[config.mk]
export PLATFORM = sky130hd
export DESIGN_NAME = tx_escape_arbiter_flat
export DESIGN_NICKNAME = d
export VERILOG_FILES = /design/src/rtl/tx_escape_arbiter_if.sv /design/src/rtl/tx_escape_arbiter.sv /design/src/flat_wrapper.sv
export SDC_FILE = /design/constraint.sdc
export NUM_CORES = 1
export LEC_CHECK = 0
export ABC_AREA = 1
export CAP_MARGIN = 20
export CORE_MARGIN = 2
export CORE_UTILIZATION = 44
export DETAILED_ROUTE_END_ITERATION = 6
export GPL_TIMING_DRIVEN = 0
export PLACE_DENSITY = 0.82
export SETUP_SLACK_MARGIN = 0.1
export SLEW_MARGIN = 10
export SYNTH_ARGS = -nofsm -noshare
export SYNTH_HDL_FRONTEND = slang
export SYNTH_SLANG_ARGS = --single-unit
export TNS_END_PERCENT = 30
[constraint.sdc]
create_clock -name CLK_I -period 4.15 [get_ports CLK_I]
set_clock_uncertainty 0.2 [all_clocks]
set_input_delay 1.245 -clock CLK_I [delete_from_list [all_inputs] [get_ports CLK_I]]
set_output_delay 1.245 -clock CLK_I [all_outputs]
set_load 0.03 [all_outputs]
[src/rtl/tx_escape_arbiter_if.sv]
// Byte handshake bundle between the TAP requesters, the TX escape arbiter and UART-TX.
interface tx_escape_arbiter_if;
    logic       DATA_VALID_I;
    logic [7:0] DATA_I;
    logic       DATA_READY_O;
    logic       CMD_VALID_I;
    logic [7:0] CMD_I;
    logic       CMD_READY_O;
    logic       CMD_ERR_O;
    logic       TX_FULL_I;
    logic       WRITE_O;
    logic [7:0] DATA_SEND_O;
    logic       BUSY_O;

    modport slave (
        input  DATA_VALID_I, DATA_I, CMD_VALID_I, CMD_I, TX_FULL_I,
        output DATA_READY_O, CMD_READY_O, CMD_ERR_O, WRITE_O, DATA_SEND_O, BUSY_O
    );

    modport master (
        output DATA_VALID_I, DATA_I, CMD_VALID_I, CMD_I, TX_FULL_I,
        input  DATA_READY_O, CMD_READY_O, CMD_ERR_O, WRITE_O, DATA_SEND_O, BUSY_O
    );
endinterface

[src/rtl/tx_escape_arbiter.sv]
// Arbitrates TAP data/command bytes onto UART-TX with ESC doubling (data) and ESC prefix (cmd).
// Define TX_ESCAPE_ARBITER_CMD_PRIO_EN for strict command priority instead of round-robin.
module tx_escape_arbiter #(
    parameter logic [7:0] ESC = 8'hB1
) (
    input  logic                CLK_I,
    input  logic                RST_I,
    tx_escape_arbiter_if.slave  bus
);
    typedef enum logic [1:0] {st_idle, st_send_esc, st_send_byte} state_t;

    state_t     state_q, state_d;
    logic [7:0] byte_q;
    logic [7:0] sel_byte;
    logic       grant_cmd;
    logic       accept;
    logic       data_rdy, cmd_rdy, cmd_err, wr;
    logic [7:0] send;

`ifdef TX_ESCAPE_ARBITER_CMD_PRIO_EN
    assign grant_cmd = bus.CMD_VALID_I;
`else
    logic last_cmd_q;   // last_grant: 0 = DATA, 1 = CMD
    assign grant_cmd = bus.CMD_VALID_I && (!bus.DATA_VALID_I || !last_cmd_q);
`endif

    always_comb begin
        state_d  = state_q;
        accept   = 1'b0;
        sel_byte = 8'h00;
        data_rdy = 1'b0;
        cmd_rdy  = 1'b0;
        cmd_err  = 1'b0;
        wr       = 1'b0;
        send     = 8'h00;
        case (state_q)
            st_idle: begin
                if (bus.CMD_VALID_I || bus.DATA_VALID_I) begin
                    accept = 1'b1;
                    if (grant_cmd) begin
                        cmd_rdy  = 1'b1;
                        sel_byte = bus.CMD_I;
                        // ESC is not a legal command: consume and flag it, write nothing
                        if (bus.CMD_I == ESC) cmd_err = 1'b1;
                        else                  state_d = st_send_esc;
                    end else begin
                        data_rdy = 1'b1;
                        sel_byte = bus.DATA_I;
                        state_d  = (bus.DATA_I == ESC) ? st_send_esc : st_send_byte;
                    end
                end
            end
            st_send_esc: begin
                send = ESC;
                wr   = !bus.TX_FULL_I;
                if (wr) state_d = st_send_byte;
            end
            st_send_byte: begin
                send = byte_q;
                wr   = !bus.TX_FULL_I;
                if (wr) state_d = st_idle;
            end
            default: state_d = st_idle;
        endcase
    end

    always_ff @(posedge CLK_I) begin
        if (RST_I) begin
            state_q <= st_idle;
            byte_q  <= 8'h00;
        end else begin
            state_q <= state_d;
            if (accept) byte_q <= sel_byte;
        end
    end

`ifndef TX_ESCAPE_ARBITER_CMD_PRIO_EN
    always_ff @(posedge CLK_I) begin
        if (RST_I)       last_cmd_q <= 1'b0;
        else if (accept) last_cmd_q <= grant_cmd;
    end
`endif

    // Outputs are held low while reset is asserted, regardless of state or requests
    assign bus.DATA_READY_O = data_rdy && !RST_I;
    assign bus.CMD_READY_O  = cmd_rdy  && !RST_I;
    assign bus.CMD_ERR_O    = cmd_err  && !RST_I;
    assign bus.WRITE_O      = wr       && !RST_I;
    assign bus.DATA_SEND_O  = RST_I ? 8'h00 : send;
    assign bus.BUSY_O       = (state_q != st_idle) && !RST_I;
endmodule
[src/flat_wrapper.sv]
// flat-port wrapper written by rule: the top's interface ports become plain ports
module tx_escape_arbiter_flat 
#(
    parameter logic [7:0] ESC = 8'hB1
)
  (CLK_I, RST_I, bus_DATA_VALID_I, bus_DATA_I, bus_CMD_VALID_I, bus_CMD_I, bus_TX_FULL_I, bus_DATA_READY_O, bus_CMD_READY_O, bus_CMD_ERR_O, bus_WRITE_O, bus_DATA_SEND_O, bus_BUSY_O);
  tx_escape_arbiter_if bus_i ();
  input  logic CLK_I;
  input  logic RST_I;
  input wire logic [$bits(bus_i.DATA_VALID_I)-1:0] bus_DATA_VALID_I;
  input wire logic [$bits(bus_i.DATA_I)-1:0] bus_DATA_I;
  input wire logic [$bits(bus_i.CMD_VALID_I)-1:0] bus_CMD_VALID_I;
  input wire logic [$bits(bus_i.CMD_I)-1:0] bus_CMD_I;
  input wire logic [$bits(bus_i.TX_FULL_I)-1:0] bus_TX_FULL_I;
  output wire logic [$bits(bus_i.DATA_READY_O)-1:0] bus_DATA_READY_O;
  output wire logic [$bits(bus_i.CMD_READY_O)-1:0] bus_CMD_READY_O;
  output wire logic [$bits(bus_i.CMD_ERR_O)-1:0] bus_CMD_ERR_O;
  output wire logic [$bits(bus_i.WRITE_O)-1:0] bus_WRITE_O;
  output wire logic [$bits(bus_i.DATA_SEND_O)-1:0] bus_DATA_SEND_O;
  output wire logic [$bits(bus_i.BUSY_O)-1:0] bus_BUSY_O;
  assign bus_i.DATA_VALID_I = bus_DATA_VALID_I;
  assign bus_i.DATA_I = bus_DATA_I;
  assign bus_i.CMD_VALID_I = bus_CMD_VALID_I;
  assign bus_i.CMD_I = bus_CMD_I;
  assign bus_i.TX_FULL_I = bus_TX_FULL_I;
  assign bus_DATA_READY_O = bus_i.DATA_READY_O;
  assign bus_CMD_READY_O = bus_i.CMD_READY_O;
  assign bus_CMD_ERR_O = bus_i.CMD_ERR_O;
  assign bus_WRITE_O = bus_i.WRITE_O;
  assign bus_DATA_SEND_O = bus_i.DATA_SEND_O;
  assign bus_BUSY_O = bus_i.BUSY_O;
  tx_escape_arbiter #(.ESC(ESC)) u_core (.CLK_I(CLK_I), .RST_I(RST_I), .bus(bus_i));
endmodule
==> impl_metrics.ini <==
[global_routing]
grt_use_met1_pct = 26.3
antenna_found_initial = 0
grt_pass1_wl_mm = 3.29
grt_usage_pct = 21.4
busiest_layer = met2
grt_max_degree = 11
grt_pass1_vias = 795
overflow = 0
met3_usage_pct = 2.38
use_met2_pct = 37.7

[yosys]
syn-instance-count = 128
synthSimpleGateAreaFrac_pct = 39.7
synth.distinct_cells = 20
synth_top_family_by_area = simple AND/OR/NAND/NOR gates
synth_xor_area_share_pct = 0
synth_adder_area_share_pct = 4.92
yosys.area.top_type_share_pct = 28.9
synth-seq-cells = 11
syn_avg_cell_area_um2 = 5.96
yosysSeqAreaShare_pct = 28.9
synth_area_um2 = 763
muxShareOfSynthArea_pct = 0
synth_warnings = 0
synth.net_count = 152
synth_compound_area_share_pct = 14.9
synthTopCellsByArea = dfxtp_1 (29%), nand2_1 (21%), nor2_1 (14%)
yosysTopAreaCell = dfxtp_1

[placement]
post_dp_cell_area_um2 = 1100
post-place-ws_ns = -0.300
portBuffers = 32
dp.cells = 177
dp_hpwl_mm = 1.55
gp_congestion = 0.823

[sta]
finalWorstSetupSlack_ns = 0.153
drv_slew = 0
worstMarginPinSlew_ns = 0.311
max_freq_mhz = 250
setup_viol = 0
rsz0062_at_grt = yes
finalHoldViolCount = 0
setup_tns_ns = 0
min_period_over_period_pct = 96.3
post-route-min-period_ns = 4.00
hold_ws_ns = 0.275
max_slew_margin_pct = 79.2

[power]
switching_share_pct = 44.2
netSwitchingPower_uw = 228
max-vdd-ir-drop_mv = 0.247
power_uw = 517
powerDensity_nw_per_um2 = 462
combPwrFrac_pct = 54.7
power.internal_uw = 288
seqPwrFrac_pct = 30.4
leakage_nw = 0.545
pwr-share-clk_pct = 14.9

[clocking]
cts_tree = done
cts.path.max_buffers = 2
clock-root-buffer = clkbuf_4
insertion_delay_ns = 0.27
cts_buffers = 3
clkTransAtPathRegs_ns = 0.08
postCtsSetupBuffers = 0
htreeDepth = 1
holdBufCountCts = 0
cts_sinks = 11

[setup_path]
arrival_ns = 2.55
crit_type = input port to output pin
reg2reg_depth = 9
crit_path_start_kind = input port
crit_path_end_kind = output pin
required_ns = 2.70
worst-r2r-setup-slack_ns = 2.52
reg2reg_from = u_core.state_q[0]
worst_r2r_endpoint = u_core.state_q[1]
cp_max_fo = 10

[route]
via_per_inst = 5.14
drt_iter0_markers = 16
drc = 0
route.vias.total = 931
routed_wl_mm = 2.04
drtAntennaViolNets = 0
dr.pass1.iters = 4
wire_per_inst_um = 11.3

[hold_path]
hp-start = u_core.last_cmd_q
min_to = u_core.last_cmd_q
hold-path-cell-count = 2
hp-class = flop to flop

[die]
fp.dieW_um = 45.7
std_cell_rows = 15
fp.dieH_um = 45.7
start_util_pct = 45.7
ios = 34
core_area_um2 = 1670
fp.dieArea_um2 = 2080

[cells_and_area]
final_cell_mix = nand2_1 (42), nor2_1 (27), clkdlybuf4s50_1 (25)
syn_to_final_growth_pct = 46.4
fin_util_pct = 66.9
fin_area_um2 = 1120
antenna_cells = 0
drive_gt1_share_pct = 10.4
final_cells = 181
final_common_cell = nand2_1
nets = 189

[status]
status = completed

[job]
cap_violations = 0
[worst max-delay path, stage by stage]
cell	delay [ns]
clkdlybuf4s50_1	0.48
nand2_1	0.05
nand2_1	0.09
buf_4	0.19
inv_2	0.10
nor3_1	0.18
buf_2	0.22
[synthesized netlist by cell type, drive strengths merged]
library cell / count
nor3: 1
a31oi: 7
nor2: 29
nand3b: 1
nand2: 42
nand3: 1
buf: 4
inv: 16
dfxtp: 11
ha: 3
a21oi: 2
o21ai: 10
or2: 1
[cells by family (layout without fill, tap and decap cells)]
family                   after synthesis  in the layout
AO/OA/AOI/OAI                         19             19
adder cells (fa/ha/maj)                3              3
buffers and inverters                 20             56
flip-flops                            11             11
AND/OR/NAND/NOR                       75             75
[layer usage]
layer	wire, um	vias up	part of all wire, %
met5	0	-	0
met2	1010	38	49
met1	875	417	43
li1	-	470	-
met3	115	6	5.6
met4	42	0	2.1
[worst max-delay path by stage]
| stage | from | endpoint | slack (ns) | cells after the start |
|---|---|---|---|---|
| finish | bus_DATA_VALID_I | bus_DATA_READY_O | 0.15 | 7 |
| floorplan | bus_DATA_VALID_I | bus_DATA_READY_O | 0.44 | 5 |
| global route | bus_DATA_VALID_I | bus_DATA_READY_O | 0.07 | 7 |
| detailed placement | bus_DATA_VALID_I | bus_DATA_READY_O | -0.30 | 7 |
| CTS | bus_DATA_VALID_I | bus_DATA_READY_O | 0.07 | 7 |
| global placement | bus_DATA_VALID_I | bus_DATA_READY_O | -0.28 | 7 |
[cell type report]
cell class,count,area (um2)
fillers,165,553
multi-input cells,97,457
repair buffers,32,304
flip-flops and latches,11,220
inverters,16,60.1
plain buffers,4,28.8
clock buffers,4,26.3
well taps,17,21.3
[state kept, by name, summed over array words and instances, names as in the netlist]
name,cells
u_core.state_q,2
u_core.byte_q,8
u_core.last_cmd_q,1
[repair_timing]
| item | CTS | global route |
|---|---|---|
| hold endpoints to repair | 0 | 0 |
| gates resized for setup | 12 | 5 |
| setup endpoints to repair | 7 | 3 |
[power groups by stage]
stage | registers, mW | clock network, mW | logic (mW)
after floorplan | 0.154 | 0 | 0.199
after global placement | 0.157 | 0 | 0.280
after detailed placement | 0.159 | 0 | 0.284
after CTS | 0.157 | 0.0759 | 0.281
after global routing | 0.161 | 0.0837 | 0.314
final | 0.157 | 0.0771 | 0.283
Power figures use the tool's default switching activity.
